File: config.mk
export PLATFORM = sky130hd
export DESIGN_NAME = mine_board_builder
export DESIGN_NICKNAME = d
export VERILOG_FILES = /design/src/rtl/minesweeper_pkg.sv /design/src/rtl/neighbour_counter.sv /design/src/rtl/mine_board_builder.sv
export SDC_FILE = /design/constraint.sdc
export NUM_CORES = 1
export LEC_CHECK = 0
export ABC_AREA = 1
export BUFFER_PORTS_ARGS = -buffer_cell sky130_fd_sc_hd__buf_2
export CAP_MARGIN = 20
export CORE_ASPECT_RATIO = 0.5
export CORE_MARGIN = 2
export CORE_UTILIZATION = 35
export DETAILED_ROUTE_END_ITERATION = 8
export MAX_ROUTING_LAYER = met4
export PLACE_DENSITY_LB_ADDON = 0.08
export SYNTH_ARGS = -nofsm -noshare
export SYNTH_HDL_FRONTEND = slang
export SYNTH_SLANG_ARGS = --single-unit
File: constraint.sdc
create_clock -name clk -period 7.6 [get_ports clk]
set_clock_uncertainty 0.2 [all_clocks]
set_input_delay 0.38 -clock clk [delete_from_list [all_inputs] [get_ports clk]]
set_output_delay 0.38 -clock clk [all_outputs]
set_load 0.01 [all_outputs]
File: src/rtl/minesweeper_pkg.sv
// Shared types and board geometry for the minesweeper board builder.
package minesweeper_pkg;
  localparam int ROWS      = 8;
  localparam int COLS      = 8;
  localparam int NCELLS    = ROWS * COLS;
  localparam int MAX_BOMBS = 63;

  typedef struct packed {
    logic       bomb;
    logic [3:0] count;
  } cell_t;

  typedef enum logic [2:0] {IDLE, CLEAR, LOAD, COUNT, DONE} state_t;

  function automatic int idx_to_row(input logic [5:0] idx);
    return int'(idx) / COLS;
  endfunction

  function automatic int idx_to_col(input logic [5:0] idx);
    return int'(idx) % COLS;
  endfunction
endpackage

File: src/rtl/neighbour_counter.sv
// Combinational count of bombs among the up-to-8 neighbours of one cell.
// Rows and columns are clipped at the board edge; there is no wrap-around.
module neighbour_counter
  import minesweeper_pkg::*;
(
  input  logic [NCELLS-1:0] bombs_i,
  input  logic [5:0]        idx_i,
  output logic [3:0]        count_o
);
  int         r, c;
  logic [5:0] ni;

  always_comb begin
    count_o = '0;
    r       = 0;
    c       = 0;
    ni      = '0;
    for (int dr = -1; dr <= 1; dr++) begin
      for (int dc = -1; dc <= 1; dc++) begin
        r = idx_to_row(idx_i) + dr;
        c = idx_to_col(idx_i) + dc;
        if ((dr != 0 || dc != 0) && r >= 0 && r < ROWS && c >= 0 && c < COLS) begin
          ni      = 6'(r * COLS + c);
          count_o = count_o + {3'b000, bombs_i[ni]};
        end
      end
    end
  end
endmodule

File: src/rtl/mine_board_builder.sv
// Builds an 8x8 minesweeper board from a stream of bomb positions, then fills
// in adjacency counts one cell per cycle. Optional feature: SAFE_CELL_EN.
module mine_board_builder
  import minesweeper_pkg::*;
(
  input  logic       clk,
  input  logic       rst_n,
  input  logic       start,
  input  logic [5:0] num_bombs,
`ifdef SAFE_CELL_EN
  input  logic [5:0] safe_pos,
`endif
  input  logic       pos_valid,
  input  logic [5:0] pos_data,
  output logic       pos_ready,
  input  logic [5:0] cell_rd_addr,
  output logic [4:0] cell_rd_data,
  output logic       busy,
  output logic       done,
  output logic [5:0] placed_count,
  output logic       dup_err
);
`ifdef SAFE_CELL_EN
  localparam logic [5:0] NB_MAX = 6'd62;
  logic [5:0] safe_q;
`else
  localparam logic [5:0] NB_MAX = 6'(MAX_BOMBS);
`endif

  state_t            state_q, state_d;
  cell_t             cells_q [NCELLS];
  logic [5:0]        nb_q, placed_q, placed_d, idx_q;
  logic              dup_q, drop, xfer;
  logic [NCELLS-1:0] bombs;
  logic [3:0]        nc;

  always_comb begin
    bombs = '0;
    for (int i = 0; i < NCELLS; i++) bombs[i] = cells_q[i].bomb;
  end

  neighbour_counter u_nc (.bombs_i(bombs), .idx_i(idx_q), .count_o(nc));

  // An already-occupied cell (or the reserved safe cell) swallows the transfer.
  always_comb begin
    drop = cells_q[pos_data].bomb;
`ifdef SAFE_CELL_EN
    if (pos_data == safe_q) drop = 1'b1;
`endif
  end

  assign xfer     = pos_valid && pos_ready;
  assign placed_d = placed_q + {5'd0, xfer && !drop};

  always_ff @(posedge clk) begin
    if (!rst_n) state_q <= IDLE;
    else        state_q <= state_d;
  end

  always_comb begin
    state_d = state_q;
    unique case (state_q)
      IDLE:    if (start) state_d = CLEAR;
      CLEAR:   state_d = (nb_q == '0) ? COUNT : LOAD;
      LOAD:    if (placed_d == nb_q) state_d = COUNT;
      COUNT:   if (idx_q == 6'(NCELLS - 1)) state_d = DONE;
      DONE:    state_d = IDLE;
      default: state_d = IDLE;
    endcase
  end

  always_comb begin
    pos_ready = (state_q == LOAD);
    busy      = (state_q == CLEAR) || (state_q == LOAD) || (state_q == COUNT);
    done      = (state_q == DONE);
  end

  always_ff @(posedge clk) begin
    if (!rst_n) begin
      for (int i = 0; i < NCELLS; i++) cells_q[i] <= '0;
      nb_q     <= '0;
      placed_q <= '0;
      idx_q    <= '0;
      dup_q    <= 1'b0;
`ifdef SAFE_CELL_EN
      safe_q   <= '0;
`endif
    end else begin
      unique case (state_q)
        IDLE: if (start) begin
          nb_q   <= (num_bombs > NB_MAX) ? NB_MAX : num_bombs;
`ifdef SAFE_CELL_EN
          safe_q <= safe_pos;
`endif
        end
        CLEAR: begin
          for (int i = 0; i < NCELLS; i++) cells_q[i] <= '0;
          placed_q <= '0;
          dup_q    <= 1'b0;
          idx_q    <= '0;
        end
        LOAD: if (xfer) begin
          if (drop) dup_q <= 1'b1;
          else      cells_q[pos_data].bomb <= 1'b1;
          placed_q <= placed_d;
        end
        COUNT: begin
          cells_q[idx_q].count <= nc;
          idx_q                <= idx_q + 6'd1;
        end
        default: ;
      endcase
    end
  end

  assign cell_rd_data = cells_q[cell_rd_addr];
  assign placed_count = placed_q;
  assign dup_err      = dup_q;
endmodule

* After elaboration in Yosys (flattened, before gate mapping)
Memories as Yosys holds them, arrays and structs flattened. Cells that the tools add are included. W data, S select, Z words.
Storage, ports and cells: output and inout port bits 15, memories 1, bits in writable memories 320, logic and storage cells 275, register bits 22, bits of input ports 22
Memory list:
- cells_q | words 64, bits a word 5, read ports 66, clocked after Yosys merged registers in 0, write ports 64, RTL line mine_board_builder.sv:31 | cell_t cells_q [NCELLS];
Operators by class: bitwise operators 64, equal/unequal tests 11, magnitude comparators 21, add/sub/neg operators 21, multiplexer cells 118, reduce and logical (&&, ||, !) cells 34
Operators by type and width (count):
- $mux W5 | 66
- $or A1 B1 Y1 | 64
- $lt A6 B7 Y1 const B | 8
- $bmux W1 S6 | 8
- $ge A32 B1 Y1 const B | 1
- $lt A32 B5 Y1 const B | 1
- $add A4 B1 Y4 | 7
- $mux W4 | 7
- $add A6 B5 Y6 | 4
- $mux W1 | 24
- $mux W6 | 4
- $pmux W6 S2 | 2
- $logic_and A1 B1 Y1 | 21
- $add A6 B4 Y6 | 3
- $pmux W3 S4 | 1
- $add A4 B1 Y5 const B | 2
- $ge A5 B1 Y1 const B | 2
- $lt A5 B5 Y1 const B | 2
- $reduce_or A5 Y1 | 2
- $mux W3 | 3
- $add A3 B1 Y4 const B | 2
- $lt A3 B4 Y1 const B | 2
- $add A6 B1 Y6 | 1
- $add A6 B1 Y6 const B | 1
- 21 further kinds | 31

* Depth between registers and ports, before layout
depth in word-level cells 21, gate-level depth with buffers 44, depth with buffers taken out 39

* Cells and area by module
Synthesis repeated with hierarchy kept, for this count alone.
Second synthesis, totals: cell total of the unflattened synthesis 2498, area, all modules 20085.5 sq um
Modules (own cells, without submodules):
- mine_board_builder | seq. area each 10049.6 sq um, cells an instance 1927, area an instance 17176.5 sq um, instances 1
- neighbour_counter | seq. area each 0.0 sq um, cells an instance 571, area an instance 2909.0 sq um, instances 1

* Worst setup path before layout
OpenSTA, ideal clock, no wires.
path type register -> register, start point register idx_q[1], end point memory cells_q[0][1] in the netlist's numbering, data pin, clock period less this slack 6.601 ns, required time 7.135 ns, cell stages (with the launch flop) 39, path slack 0.999 ns, buffers on the path 5, arrival 6.136 ns, cells stage by stage dfxtp_1 -> buf_4 -> clkinv_1 -> clkbuf_1 -> ha_1 -> clkbuf_1 -> inv_1 -> clkbuf_1 -> o21ai_0 -> o22a_1 -> o21ai_0 -> nor2_1 -> a211oi_1 -> nor2_1 -> ha_1 -> inv_1 -> nor2_1 -> ha_1 -> (+3 left out) -> nor2_1 -> a31oi_1 -> ha_1 -> nand2_1 -> nand2_1 -> ha_1 -> nor2_1 -> a31oi_1 -> ha_1 -> ha_1 -> inv_1 -> nand2_1 -> o21ai_0 -> inv_1 -> ha_1 -> o21ai_2 -> clkbuf_1 -> nor2_1
RTL lines:
- start: declaration | RTL line mine_board_builder.sv:32 | logic [5:0] nb_q, placed_q, placed_d, idx_q;
- start signal: assignment | RTL line mine_board_builder.sv:109 | idx_q <= idx_q + 6'd1;
- end: declaration | RTL line mine_board_builder.sv:31

==> out/qor_table.md <==
| Step | Quantity | Reported |
|---|---|---|
| die | Number of rows created at floorplan | 62 |
| detailed routing | Aggregate routed wire length | 68600 microns |
| global route | Met3 capacity usage during global routing | 0.0444 |
| synthesis | Top_reg_cell synth | sky130_fd_sc_hd__edfxtp_1 |
| synthesis | Flop and latch count out of synthesis | 342 |
| clocking | Clock tree from TritonCTS | built |
| detailed routing | Number of antenna-violating nets in the routed design | 0 |
| layout | Post-layout instance count excluding filler cells | 3251 |
| synthesis | Number of enable-type register cells in the synthesized netlist | 320 |
| synthesis | Most common cell in the synthesized netlist | sky130_fd_sc_hd__nor2_1 |
| detailed routing | DRT Pass-1 Iters | 6 |
| clocking | Post-CTS setup buffer count | 0 |
| place | Final weighted congestion in routability-driven placement | 0.905 |
| timing | Count of endpoints failing setup in the final report | 0 |
| synthesis | Async SR Flop Fraction | 0 |
| layout | Total Nets Final | 2506 |
| detailed routing | Residual DRC count | 0 |
| synthesis | Leading area contributor after synthesis | sky130_fd_sc_hd__edfxtp_1 |
| worst setup path | Type of the setup path with the least slack | flop to flop |
| synthesis | Net count after synthesis | 2551 |
| timing | Setup repair after global routing missed its margin | false |
| die | I/O pin cnt | 37 |
| synthesis | Seq/Total Area, Yosys | 0.497 |
| layout | Area growth from synthesis to layout | 11.1% |
| global route | GR Overflow Total | 0 |
| timing | Worst-case hold slack | 0.0887 ns |
| global route | Wire length of the first global-routing pass | 104000 microns |
| worst setup path | Slowest cell delay on critical path | 0.48 ns |
| worst setup path | Req. time, crit path | 7.68 ns |
| global route | Number of antenna violations at the first check in global routing | 1 |
| timing | Min Tclk post-route | 6.85 ns |
| detailed routing | Count of vias placed by the detailed router | 17400 |
| global route | Largest net degree at the start of global routing | 113 |
| synthesis | Portion of synthesized cell area occupied by the leading cell type | 0.475 |
| layout | Share of post-route cells with drive strength above 1 | 0.123 |
| detailed routing | Drt initial violations | 1572 |
| layout | Fillers | 5870 |
| timing | Number of endpoints with negative hold slack in the final report | 0 |
| power and ir drop | Max VDD drop | 0.130 mV |
| detailed routing | Mean routed wirelength per cell | 21.1 microns |
| power and ir drop | Pwr Density | 288 nW/um^2 |
| clocking | Root Buffer Master | sky130_fd_sc_hd__clkbuf_16 |
| outcome | Result of the run | finished clean |
| clocking | TritonCTS sink count | 342 |
| worst setup path | Data arrival time at the worst-slack endpoint | 6.93 ns |
| worst setup path | Critical path's most frequent cell | sky130_fd_sc_hd__ha_1 |
| timing | Max-slew headroom | 0.373 |
| die | Core box area | 57200 sq um |
| die | Initial Utilization | 0.353 |
| timing | Fmax | 0.146 GHz |
| place | IO Port Bufs | 36 |
| worst setup path | Highest fanout seen on the critical path | 8 |
| synthesis | Most used standard cells in the synthesized netlist | sky130_fd_sc_hd__nor2_1, sky130_fd_sc_hd__o21ai_0, sky130_fd_sc_hd__edfxtp_1 |
| timing | Part of the cycle the worst path needs | 0.902 |
| global route | Global-route usage over all layers | 0.234 |
| global route | Met2 track utilization from global routing | 0.324 |
| clocking | Maximum number of buffers from clock root to sink | 3 |
| global route | Number of global-route vias before repair | 16100 |
| detailed routing | Post-DR vias/cell | 5.36 |
| worst setup path | Cell with the largest stage delay on the worst path | sky130_fd_sc_hd__o21ai_4 |
| timing | Transition at the pin with the smallest max-transition slack | 0.939 ns |
| die | Die ar. | 59800 sq um |
| synthesis | Area of the mapped netlist | 20200 sq um |
| place | Inst Count DP | 3174 |
| synthesis | Syn Area/Cell | 8.10 sq um |
| clocking | Clock latency on the worst-skew pair | 0.56 ns |
| die | Die width | 344 microns |
| clocking | Number of clock buffers inserted by TritonCTS | 37 |
| flow run | Max-cap check violation count | 0 |
| clocking | Clk pin slew, worst setup/hold paths | 0.07 ns |
| synthesis | Yosys warnings | 0 |
| worst setup path | Critical Path Source Type | flop |
| power and ir drop | Total leakage power | 8.51 nW |
| worst setup path | Nature of the critical path endpoint | flop |
| place | Post-DP HPWL | 48200 microns |
| synthesis | Count of unique library cells instantiated by Yosys | 49 |
| synthesis | Leading post-synthesis cells by cell area | sky130_fd_sc_hd__edfxtp_1, sky130_fd_sc_hd__nor2_1, sky130_fd_sc_hd__o21ai_0, sky130_fd_sc_hd__nand2_1, sky130_fd_sc_hd__inv_1 |
| clocking | Htree depth | 2 |
| global route | Routing layer with the top usage in global route | met1 |
| global route | GR Util met1 | 0.353 |
| die | Vert. Die Dim | 174 microns |
| hold path | Worst min path class | input port to flop |
| timing | Number of max-slew violations in the final report | 0 |
| synthesis | Cell count after synthesis | 2498 |
| timing | Post-route setup TNS | 0 ns |
## cell type report
type | count | area, sq um | share of cell area
clock inverters | 28 | 309 | 0.0138
multi-input cells | 1718 | 8460 | 0.376
repair buffers | 82 | 698 | 0.0311
clock buffers | 40 | 958 | 0.0427
well taps | 768 | 961 | 0.0428
flip-flops and latches | 342 | 10100 | 0.447
diodes | 1 | 2.50 | 0.000111
inverters | 272 | 1030 | 0.0458
## final timing paths
check	cells past startpoint	slack [ns]	from	to
worst max-delay path	35	0.75	idx_q[1]$_SDFFE_PN0P_	cells_q[49][1]$_SDFFCE_PN0P_
worst min-delay path	3	0.09	rst_n	placed_count[5]$_SDFFE_PN0P_
worst max register to register	35	0.75	idx_q[1]$_SDFFE_PN0P_	cells_q[49][1]$_SDFFCE_PN0P_
worst min register to register	2	0.27	dup_err$_SDFFE_PN0P_	dup_err$_SDFFE_PN0P_
## power by group
group	total, W	switching [W]	internal (W)
Sequential	0.00278	0.000202	0.00257
Combinational	0.00174	0.00123	0.000504
Clock	0.00195	0.000824	0.00112
Total	0.00646	0.00226	0.00420
## registers in the layout, indices dropped and copies added (netlist names)
signal        count
nb_q              6
idx_q             6
state_q           3
dup_err           1
placed_count      6
cells_q         320
## cells by family (layout without fill, tap and decap cells)
kind of cell    after synthesis  after routing  share of synthesized area
other cells                   1              2                   0.000185
simple gates               1023           1023                      0.211
xor+xnor                     18             18                    0.00779
compound gates              645            645                      0.177
buf+inv                     438            422                     0.0869
fa+ha+maj                    31             31                     0.0203
flops                       342            342                      0.497
## layer usage
layer / routed length [microns] / part of all wire
met1: 33800 / 0.49
met2: 28500 / 0.42
met3: 5070 / 0.074
met4: 1190 / 0.017
met5: 0 / 0
## repair_timing
action	4_1_cts	5_1_grt
endpoints found under the setup margin	0	98
gates resized for setup	0	1
hold buffers	8	0
endpoints found under the hold margin	8	0
## metrics by stage
stage / util / total power (W) / cell area (sq um) / setup WS [ns]
after detailed placement: 0.369 / 0.00454 / 21100 / 0.533
after floorplan: - / 0.00392 / 20200 / 0.999
after global placement: 0.369 / 0.00454 / 21100 / 0.530
after CTS: 0.392 / 0.00649 / 22500 / 0.479
final: 0.392 / 0.00646 / 22500 / 0.748
after global routing: 0.392 / 0.00682 / 22500 / 0.168
## cells in the final DEF (no fill, tap or decap), types with 3 or more instances in the layout
master                            n
sky130_fd_sc_hd__bufinv_16        6
sky130_fd_sc_hd__ha_1            28
sky130_fd_sc_hd__o32ai_1          8
sky130_fd_sc_hd__o21ai_2          6
sky130_fd_sc_hd__clkinv_2         9
sky130_fd_sc_hd__a31oi_1          4
sky130_fd_sc_hd__o21ai_0        372
sky130_fd_sc_hd__buf_12          12
sky130_fd_sc_hd__inv_1          178
sky130_fd_sc_hd__nand4_1         11
sky130_fd_sc_hd__nor2_4           5
sky130_fd_sc_hd__dfxtp_1         21
sky130_fd_sc_hd__nor2_2          55
sky130_fd_sc_hd__fa_1             3
sky130_fd_sc_hd__o22ai_1         90
sky130_fd_sc_hd__a211oi_1        12
sky130_fd_sc_hd__dlygate4sd3_1    8
sky130_fd_sc_hd__inv_4            3
sky130_fd_sc_hd__nand3_1        128
sky130_fd_sc_hd__buf_2           35
sky130_fd_sc_hd__o21ai_1         31
sky130_fd_sc_hd__o221ai_1        11
sky130_fd_sc_hd__a32o_1           4
sky130_fd_sc_hd__xnor2_1          8
sky130_fd_sc_hd__nor2_1         559
sky130_fd_sc_hd__edfxtp_1       320
sky130_fd_sc_hd__inv_2           86
sky130_fd_sc_hd__clkinv_1        14
sky130_fd_sc_hd__o211ai_1        11
sky130_fd_sc_hd__nand2_1        241
sky130_fd_sc_hd__nor3_1           6
sky130_fd_sc_hd__buf_4           27
sky130_fd_sc_hd__a21oi_1         82
sky130_fd_sc_hd__clkbuf_16       38
sky130_fd_sc_hd__xor2_1           9
sky130_fd_sc_hd__nand3_2          3
sky130_fd_sc_hd__nand2_2          7
sky130_fd_sc_hd__o22a_1           5
## critical path, delay by kind of cell, from the launching register on
family | cells | cell delay, ns
buf+inv | 6 | 0.69
simple gates | 11 | 0.83
flops | 1 | 0.33
compound gates | 8 | 1.93
fa+ha+maj | 10 | 2.59
No activity file was read; power rests on OpenSTA's default activity.
